==> src/rtl/baud_pkg.sv <==
// Shared constants for the UART baud-clock generator: reset divisor,
// minimum period length and precomputed divisors for common baud rates.
package baud_pkg;

   // 50 MHz / 27.125 = 1.8433 MHz, i.e. 115200 baud x16 oversampling.
   localparam int BAUD_DEF_INT  = 27;
   localparam int BAUD_DEF_FRAC = 2;

   // Shortest legal period; smaller programmed values clamp to this.
   localparam int MIN_DIV = 2;

   // Divisors (1/16 fractional resolution) for 50 MHz, x16 oversampling.
   localparam int DIV_115200X16_INT  = 27;
   localparam int DIV_115200X16_FRAC = 2;
   localparam int DIV_9600X16_INT    = 325;
   localparam int DIV_9600X16_FRAC   = 8;

endpackage

==> src/rtl/frac_period_ctr.sv <==
// Fractional period counter: owns the active divisor, the period counter and
// the fraction accumulator, and reports period end and the half-period point.
module frac_period_ctr
   import baud_pkg::*;
#(
   parameter int CNT_W    = 16,
   parameter int FRAC_W   = 4,
   parameter int DEF_INT  = BAUD_DEF_INT,
   parameter int DEF_FRAC = BAUD_DEF_FRAC
) (
   input  logic              clk_i,
   input  logic              rst_i,
   input  logic              en_i,
   input  logic              reload_req_i,
   input  logic [CNT_W-1:0]  shadow_int_i,
   input  logic [FRAC_W-1:0] shadow_frac_i,
   output logic              reload_o,
   output logic              period_end_o,
   output logic              upper_half_o
);

   logic [CNT_W-1:0]  cnt_q, cnt_d;
   logic [FRAC_W-1:0] acc_q, acc_d;
   logic [CNT_W:0]    plen_q, plen_d;
   logic [CNT_W-1:0]  act_int_q, act_int_d;
   logic [FRAC_W-1:0] act_frac_q, act_frac_d;
   logic              run_q, run_d;

   logic              start;
   logic              period_end;
   logic [CNT_W-1:0]  new_int;
   logic [FRAC_W-1:0] new_frac;
   logic [CNT_W-1:0]  int_eff;
   logic [FRAC_W:0]   acc_sum;
   logic [CNT_W:0]    half;

   always_comb begin
      // run_q lags en by one cycle so the first period after enable begins
      // with a dedicated start cycle, exactly like the first after reset.
      start      = en_i && !run_q;
      period_end = en_i && run_q && ({1'b0, cnt_q} == plen_q - (CNT_W+1)'(1));
      reload_o   = reload_req_i && (!en_i || start || period_end);

      new_int  = reload_o ? shadow_int_i  : act_int_q;
      new_frac = reload_o ? shadow_frac_i : act_frac_q;
      int_eff  = (new_int < CNT_W'(MIN_DIV)) ? CNT_W'(MIN_DIV) : new_int;
      acc_sum  = {1'b0, acc_q} + {1'b0, new_frac};

      half         = (plen_q + (CNT_W+1)'(1)) >> 1;
      upper_half_o = run_q && ({1'b0, cnt_q} >= half);
      period_end_o = period_end;

      act_int_d  = new_int;
      act_frac_d = new_frac;
      run_d      = en_i;
      cnt_d      = cnt_q + CNT_W'(1);
      acc_d      = acc_q;
      plen_d     = plen_q;

      if (!en_i) begin
         cnt_d = '0;
         acc_d = '0;
      end else if (start || period_end) begin
         // The period length is fixed here; accumulator carry adds one cycle.
         cnt_d  = '0;
         acc_d  = acc_sum[FRAC_W-1:0];
         plen_d = {1'b0, int_eff} + {{CNT_W{1'b0}}, acc_sum[FRAC_W]};
      end
   end

   always_ff @(posedge clk_i) begin
      if (rst_i) begin
         cnt_q      <= '0;
         acc_q      <= '0;
         plen_q     <= (CNT_W+1)'(DEF_INT);
         act_int_q  <= CNT_W'(DEF_INT);
         act_frac_q <= FRAC_W'(DEF_FRAC);
         run_q      <= 1'b0;
      end else begin
         cnt_q      <= cnt_d;
         acc_q      <= acc_d;
         plen_q     <= plen_d;
         act_int_q  <= act_int_d;
         act_frac_q <= act_frac_d;
         run_q      <= run_d;
      end
   end

endmodule

==> src/rtl/baud_clk_gen.sv <==
// Fractional baud-clock generator: oversample square wave plus oversample and
// bit strobes, with a shadowed divisor that takes effect on period boundaries.
module baud_clk_gen
   import baud_pkg::*;
#(
   parameter int CNT_W    = 16,
   parameter int FRAC_W   = 4,
   parameter int OVS      = 16,
   parameter int DEF_INT  = BAUD_DEF_INT,
   parameter int DEF_FRAC = BAUD_DEF_FRAC
) (
   input  logic              clk,
   input  logic              rst,
   input  logic              en,
   input  logic [CNT_W-1:0]  div_int,
   input  logic [FRAC_W-1:0] div_frac,
   input  logic              div_load,
   output logic              div_pending,
   output logic              clk_out,
   output logic              ovs_tick,
   output logic              bit_tick
);

   localparam int OVS_W = (OVS > 1) ? $clog2(OVS) : 1;

   logic [CNT_W-1:0]  shad_int_q, shad_int_d;
   logic [FRAC_W-1:0] shad_frac_q, shad_frac_d;
   logic              pend_q, pend_d;
   logic [OVS_W-1:0]  ovs_cnt_q, ovs_cnt_d;
   logic              clk_out_q, clk_out_d;
   logic              ovs_tick_q, ovs_tick_d;
   logic              bit_tick_q, bit_tick_d;

   logic              reload;
   logic              period_end;
   logic              upper_half;
   logic              ovs_wrap;

   frac_period_ctr #(
      .CNT_W    (CNT_W),
      .FRAC_W   (FRAC_W),
      .DEF_INT  (DEF_INT),
      .DEF_FRAC (DEF_FRAC)
   ) u_period (
      .clk_i         (clk),
      .rst_i         (rst),
      .en_i          (en),
      .reload_req_i  (pend_q),
      .shadow_int_i  (shad_int_q),
      .shadow_frac_i (shad_frac_q),
      .reload_o      (reload),
      .period_end_o  (period_end),
      .upper_half_o  (upper_half)
   );

   always_comb begin
      // A capture on the reload cycle re-arms the shadow, so the last load wins.
      pend_d      = div_load ? 1'b1 : (reload ? 1'b0 : pend_q);
      shad_int_d  = div_load ? div_int  : shad_int_q;
      shad_frac_d = div_load ? div_frac : shad_frac_q;

      ovs_wrap  = (ovs_cnt_q == OVS_W'(OVS - 1));
      ovs_cnt_d = ovs_cnt_q;
      if (!en) begin
         ovs_cnt_d = '0;
      end else if (period_end) begin
         ovs_cnt_d = ovs_wrap ? '0 : ovs_cnt_q + OVS_W'(1);
      end

      ovs_tick_d = period_end;
      bit_tick_d = period_end && ovs_wrap;
      clk_out_d  = en && upper_half;
   end

   always_ff @(posedge clk) begin
      if (rst) begin
         shad_int_q  <= CNT_W'(DEF_INT);
         shad_frac_q <= FRAC_W'(DEF_FRAC);
         pend_q      <= 1'b0;
         ovs_cnt_q   <= '0;
         clk_out_q   <= 1'b0;
         ovs_tick_q  <= 1'b0;
         bit_tick_q  <= 1'b0;
      end else begin
         shad_int_q  <= shad_int_d;
         shad_frac_q <= shad_frac_d;
         pend_q      <= pend_d;
         ovs_cnt_q   <= ovs_cnt_d;
         clk_out_q   <= clk_out_d;
         ovs_tick_q  <= ovs_tick_d;
         bit_tick_q  <= bit_tick_d;
      end
   end

   assign div_pending = pend_q;
   assign clk_out     = clk_out_q;
   assign ovs_tick    = ovs_tick_q;
   assign bit_tick    = bit_tick_q;

endmodule

==> config.mk <==
export PLATFORM = sky130hd
export DESIGN_NAME = baud_clk_gen
export DESIGN_NICKNAME = d
export VERILOG_FILES = /design/src/rtl/baud_pkg.sv /design/src/rtl/frac_period_ctr.sv /design/src/rtl/baud_clk_gen.sv
export SDC_FILE = /design/constraint.sdc
export NUM_CORES = 1
export LEC_CHECK = 0
export CAP_MARGIN = 10
export CORE_ASPECT_RATIO = 0.8
export CORE_MARGIN = 3
export CORE_UTILIZATION = 55
export CTS_BUF_LIST = sky130_fd_sc_hd__clkbuf_16
export CTS_CLUSTER_SIZE = 8
export DETAILED_ROUTE_END_ITERATION = 8
export GPL_ROUTABILITY_DRIVEN = 0
export GPL_TIMING_DRIVEN = 1
export HOLD_SLACK_MARGIN = 0.1
export PLACE_DENSITY = 0.85
export REMOVE_ABC_BUFFERS = 1
export SYNTH_ARGS = -nofsm -noshare
export SYNTH_HDL_FRONTEND = slang
export SYNTH_SLANG_ARGS = --single-unit
==> constraint.sdc <==
create_clock -name clk -period 6.69 [get_ports clk]
set_input_delay 1.338 -clock clk [delete_from_list [all_inputs] [get_ports clk]]
set_output_delay 1.338 -clock clk [all_outputs]
set_load 0.01 [all_outputs]
After elaboration in Yosys (flattened, before gate mapping)
Cells that the tools add are included.

operators by class
  add/sub/neg operators = 6
  order comparisons = 2
  eq/ne operators = 2
  muxes and demuxes = 6
  bitwise gates (word level) = 1
  reduce and logical (&&, ||, !) cells = 16

operator list
  operator                 count
  $mux W16                 2
  $add A16 B1 Y17          1
  $add A17 B1 Y17 const B  1
  $eq A16 B17 Y1           1
  $sub A17 B1 Y17 const B  1
  $add A16 B1 Y16 const B  1
  $ge A16 B16 Y1           1
  $lt A16 B2 Y1 const B    1
  $mux W4                  2
  $logic_and A1 B1 Y1      7
  $add A4 B4 Y5            1
  $add A4 B1 Y4 const B    1
  $eq A4 B4 Y1 const B     1
  $logic_or A1 B1 Y1       3
  $reduce_or A3 Y1         1
  $logic_not A1 Y1         2
  $mux W1                  2
  $reduce_and A2 Y1        1
  $reduce_bool A2 Y1       1
  $reduce_or A2 Y1         1
  $not A1 Y1               1

word-level totals
  register bits after elaboration = 86
  bits of input ports = 24
  output and inout port bits = 4
  word-level logic and storage cells = 46

Depth between registers and ports, before layout
  depth after elaboration = 9
  depth in mapped cells = 25
  depth with buffers taken out = 24

By module
From an unflattened synthesis, not the netlist that was laid out.

second synthesis, totals
  cell total of the unflattened synthesis = 610
  area total of the unflattened synthesis = 5255.0 µm²

modules (own cells, without submodules)
  module           times used  cells each  area an instance (µm²)  seq. area each (µm²)
  frac_period_ctr  1           515         4222.8                  1161.1
  baud_clk_gen     1           95          1032.2                  560.5

Worst setup path after synthesis
No wires, ideal clock.

  path kind = input-to-reg
  from = input en
  to = register u_period.plen_q[12]
  setup time = 86 ps
  arrival = 5029 ps
  data required time = 6604 ps
  setup slack = 1575 ps
  stages on the path = 22
  path buffers = 1
  cell sequence = nand2_1 -> nor3_1 -> o211ai_1 -> nor4b_1 -> o2111ai_2 -> o31ai_4 -> buf_6 -> mux2_2 -> ha_1 -> inv_1 -> fa_1 -> nor2b_1 -> o21ai_0 -> nand2b_1 -> ha_1 -> ha_1 -> and4_1 -> nand3_1 -> nor2_1 -> mux2i_1 -> xnor2_1 -> a211oi_1

between the ends
  elaborated cells between the ends (all ways) = 15
  those cells by class = 2 x add/sub; 1 x order compare; 3 x mux; 9 x reduce/logical

RTL lines
  element                                                           line                                          source
  start: declaration                                                baud_clk_gen.sv:14                            input logic en,
  $logic_not A1 Y1, or another cell as far along                    frac_period_ctr.sv:42                         reload_o = reload_req_i && (!en_i || start || period_end);
  $logic_or A1 B1 Y1 / $logic_and A1 B1 Y1 (equally long branches)  frac_period_ctr.sv:42, frac_period_ctr.sv:41
  $logic_or A1 B1 Y1 (*)                                            frac_period_ctr.sv:42
  $logic_and A1 B1 Y1 (*)                                           frac_period_ctr.sv:42
  $mux W4 (*)                                                       frac_period_ctr.sv:45                         new_frac = reload_o ? shadow_frac_i : act_frac_q;
  via u_period.act_frac_d[0]                                        frac_period_ctr.sv:26                         logic [FRAC_W-1:0] act_frac_q, act_frac_d;
  $add A4 B4 Y5 (*)                                                 frac_period_ctr.sv:47                         acc_sum = {1'b0, acc_q} + {1'b0, new_frac};
  $add A16 B1 Y17 (*)                                               frac_period_ctr.sv:67                         plen_d = {1'b0, int_eff} + {{CNT_W{1'b0}}, acc_sum[FRAC_W]};
  end signal: assignment                                            frac_period_ctr.sv:75                         plen_q <= (CNT_W+1)'(DEF_INT);
  end signal: assignment                                            frac_period_ctr.sv:82                         plen_q <= plen_d;
  end: declaration                                                  frac_period_ctr.sv:24                         logic [CNT_W:0] plen_q, plen_d;

Mark *: on every way through the listed nets, which the timed path passes. The rest lies on a longest branch.
A chain may end at the register's enable or synchronous reset.

Worst setup path in the final report
  from = input en
  to = register u_period.plen_q[15]

The elaborated chain is that of the path after synthesis.

==> flow_summary.ini <==
[run_status]
outcome = complete, no violations

[timing]
fin_ws_ns = 0.8435
hold_slack_ns = 0.4867
fin_crit_sh_pct = 87.39
period_needed_ns = 5.847
fmax_mhz = 171.0
finalMaxSlewViolations = 0
rsz0062_at_grt = no
max_slew.worst_pin.slew_ns = 0.8916
skew_ns = 0.006467
relSlewSlack_pct = 40.42
hold_violations = 0
setup_violations = 0
fin_tns_setup_ns = 0

[clock_network]
cts_buffer_depth = 2
post_cts_resize_count = 0
clk_latency_ns = 0.35
clock_sinks = 86
post-cts-setup-buffers = 0
cts-root-buf = clkbuf_16
cts_tree = built
cts_inserted_buffers = 9
ctsHoldBuffers = 0
clk_pin_slew_ns = 0.06
htreeDepth = 3

[critical_path]
cp_slowest_cell = clkdlybuf4s50_1
worstRegToRegCells = 24
ff2ff_setup_slack_ns = 1.08
cp_cell_sequence = clkdlybuf4s50_1 -> nand2_1 -> nor3_1 -> o211ai_1 -> nor4b_1 -> o2111ai_2 -> o31ai_4 -> mux2_2 -> ha_1 -> inv_1 -> fa_1 -> nor2b_1 -> o21ai_0 -> nand2b_1 -> ha_1 -> nand2_1 -> inv_1 -> nand4_1 -> nor3_1 -> nand3_1 -> mux2i_1 -> xor2_1 -> a211oi_2
critPathRequiredTime_ns = 6.89
path_max_fanout = 7
r2r-start = u_period.plen_q[0]$_SDFFE_PP1P_
end_kind = register
timing.rr.end = u_period.plen_q[15]$_SDFFE_PP0P_
start_kind = input port
crit_arrival_ns = 6.04
slowest_delay_ns = 0.50
crit_type = input port to register

[placed_design]
pre_cts_ws_ns = 0.5608
dpl.hpwl_um = 8895
place.port_buffers = 27
dp_cells = 752

[logic_synthesis]
ys_top_cells_by_count = dfxtp_1, nor2_1, nand2_1, xnor2_1, nand3_1
synth_top_family_by_area = simple AND/OR/NAND/NOR gates
synth_edf_count = 0
async_flop_share_pct = 0
synth_cell_types = 58
ys_top_cells_by_area = dfxtp_1, xnor2_1, ha_1
syn-cell-area_mm2 = 0.005313
synth_simple_gate_area_share_pct = 25.13
syn_inst = 647
yosysTopAreaCell = dfxtp_1
muxShareOfSynthArea_pct = 6.477
synthAdderAreaFrac_pct = 6.736
syn_avg_cell_area_um2 = 8.211
synth-xor-area-share_pct = 12.53
synth-seq-cells = 86
synth_top_flop_cell = dfxtp_1
synth_most_common_cell = dfxtp_1
synth_compound_area_share_pct = 12.11
yosysSeqAreaShare_pct = 32.41
synth-warning-count = 0
synth_top_area_share_pct = 32.41

[power]
power-per-cell-area_mw_per_mm2 = 197.7
vdd_drop_max_mv = 0.1706
power_w = 0.001156
p_leak_nw = 2.160

[global_routing]
gr-usage-met1_pct = 29.66
grt.overflow.total = 0
grt_max_degree = 57
track_usage_pct = 23.68
antenna_found_initial = 0
grt_pass1_wl_um = 20560
first_global_vias = 4381
met2_usage_pct = 38.41
grt_util_met3_pct = 5.988
grt.busiest_layer = met2

[job]
maxCapViolCount = 0

[min_path]
whs_path_depth = 2
hp-class = register to register
worstHoldStart = ovs_cnt_q[3]$_SDFFE_PP0P_
whs_endpoint = bit_tick$_SDFF_PP0_

[floorplan]
fp.dieH_um = 93.91
fp.dieW_um = 115.9
std_cell_rows = 31
dieArea_mm2 = 0.01088
start_util_pct = 57.55
ioPinCount = 28
core_mm2 = 0.009231

[route]
via_count = 4583
ant_nets = 0
drt-total-wl_um = 12220
vias_per_cell = 5.967
drc = 0
first_iter_violations = 249
wl_per_cell_um = 15.91
dr.pass1.iters = 5

[final_layout]
drive_gt1_share_pct = 4.900
areaGrowthSynthToFinish_pct = 10.10
final_cells = 768
n_antenna_cell = 0
nNetsFinal = 700
-- worst max-delay path by stage --
| stage | slack [ns] | end | depth (start not counted) | from |
|---|---|---|---|---|
| CTS | 0.91 | u_period.plen_q[12]$_SDFFE_PP0P_ | 22 | en |
| finish | 0.84 | u_period.plen_q[15]$_SDFFE_PP0P_ | 23 | en |
| global placement | 0.82 | u_period.plen_q[12]$_SDFFE_PP0P_ | 22 | en |
| floorplan | 0.59 | u_period.plen_q[12]$_SDFFE_PP0P_ | 21 | en |
| global route | 0.37 | u_period.plen_q[15]$_SDFFE_PP0P_ | 23 | en |
| detailed placement | 0.56 | u_period.plen_q[15]$_SDFFE_PP0P_ | 23 | en |
-- logic make-up (layout without fill, tap and decap cells) --
| logic type | after synthesis | count (layout) |
|---|---|---|
| fa+ha+maj | 28 | 28 |
| xor+xnor | 76 | 76 |
| flops | 86 | 86 |
| simple gates | 276 | 276 |
| mux | 34 | 34 |
| compound gates | 87 | 87 |
| buf+inv | 60 | 66 |
-- per-stage QoR --
step	instance area [um^2]	util [%]
after floorplan	5142	-
after global placement	5574	60.38
after detailed placement	5574	60.38
after CTS	5849	63.36
after global routing	5849	63.36
final	5849	63.36
-- power by group --
group	internal, W	leakage [nW]	switching (W)
registers	0.000530	0.701	0.0000307
clock network	0.000253	0.134	0.000214
logic	0.0000607	1.32	0.0000682
-- worst max-delay path: cells and delay by family --
kind | cells | cell delay [ns]
simple gates | 9 | 1.68
compound gates | 5 | 0.96
fa+ha+maj | 3 | 0.81
buf+inv | 3 | 0.64
mux | 2 | 0.41
xor+xnor | 1 | 0.19
-- sequential cells by signal, indices dropped and copies added (netlist names), 4 cells and up --
register	flops
ovs_cnt_q	4
shad_int_q	16
u_period.acc_q	4
shad_frac_q	4
u_period.act_int_q	16
u_period.plen_q	17
u_period.cnt_q	16
u_period.act_frac_q	4
-- area by class of cell --
class                   instances  area [um^2]
fillers                       746         3382
multi-input cells             501         3346
flip-flops and latches         86         1722
clock buffers                   9        225.2
well taps                     115        143.9
repair buffers                 30        287.8
clock inverters                 7        50.05
inverters                      20        75.07
-- layout by cell type, fill, tap and decap left out, drive strengths merged, types with 2 or more instances in the layout --
cell type,instances
nand3,35
dfxtp,86
nor2b,13
and2,4
o21a,3
clkinv,2
nor2,77
o31ai,2
clkdlybuf4s50,26
mux2,3
nor3,14
xor2,33
o21ai,8
xnor2,43
ha,27
or4,3
a2bb2oi,2
mux2i,31
nor4,11
and3,10
o311ai,2
a21oi,25
inv,23
nor4b,4
nand4b,2
nand2,75
nor3b,2
a31oi,3
o2111ai,3
clkinvlp,2
nand4,13
o211ai,11
a211oi,6
a211o,9
nand2b,8
clkbuf,9
a21o,5
buf,4
and4,3
-- per-layer routing --
| metal | vias to the layer above | routed length (um) |
|---|---|---|
| li1 | 2245 | - |
| met1 | 2125 | 5362 |
| met2 | 181 | 5679 |
| met3 | 32 | 833 |
| met4 | 0 | 346 |
| met5 | - | 0 |
Note: power is estimated with default switching activity, not from simulation.
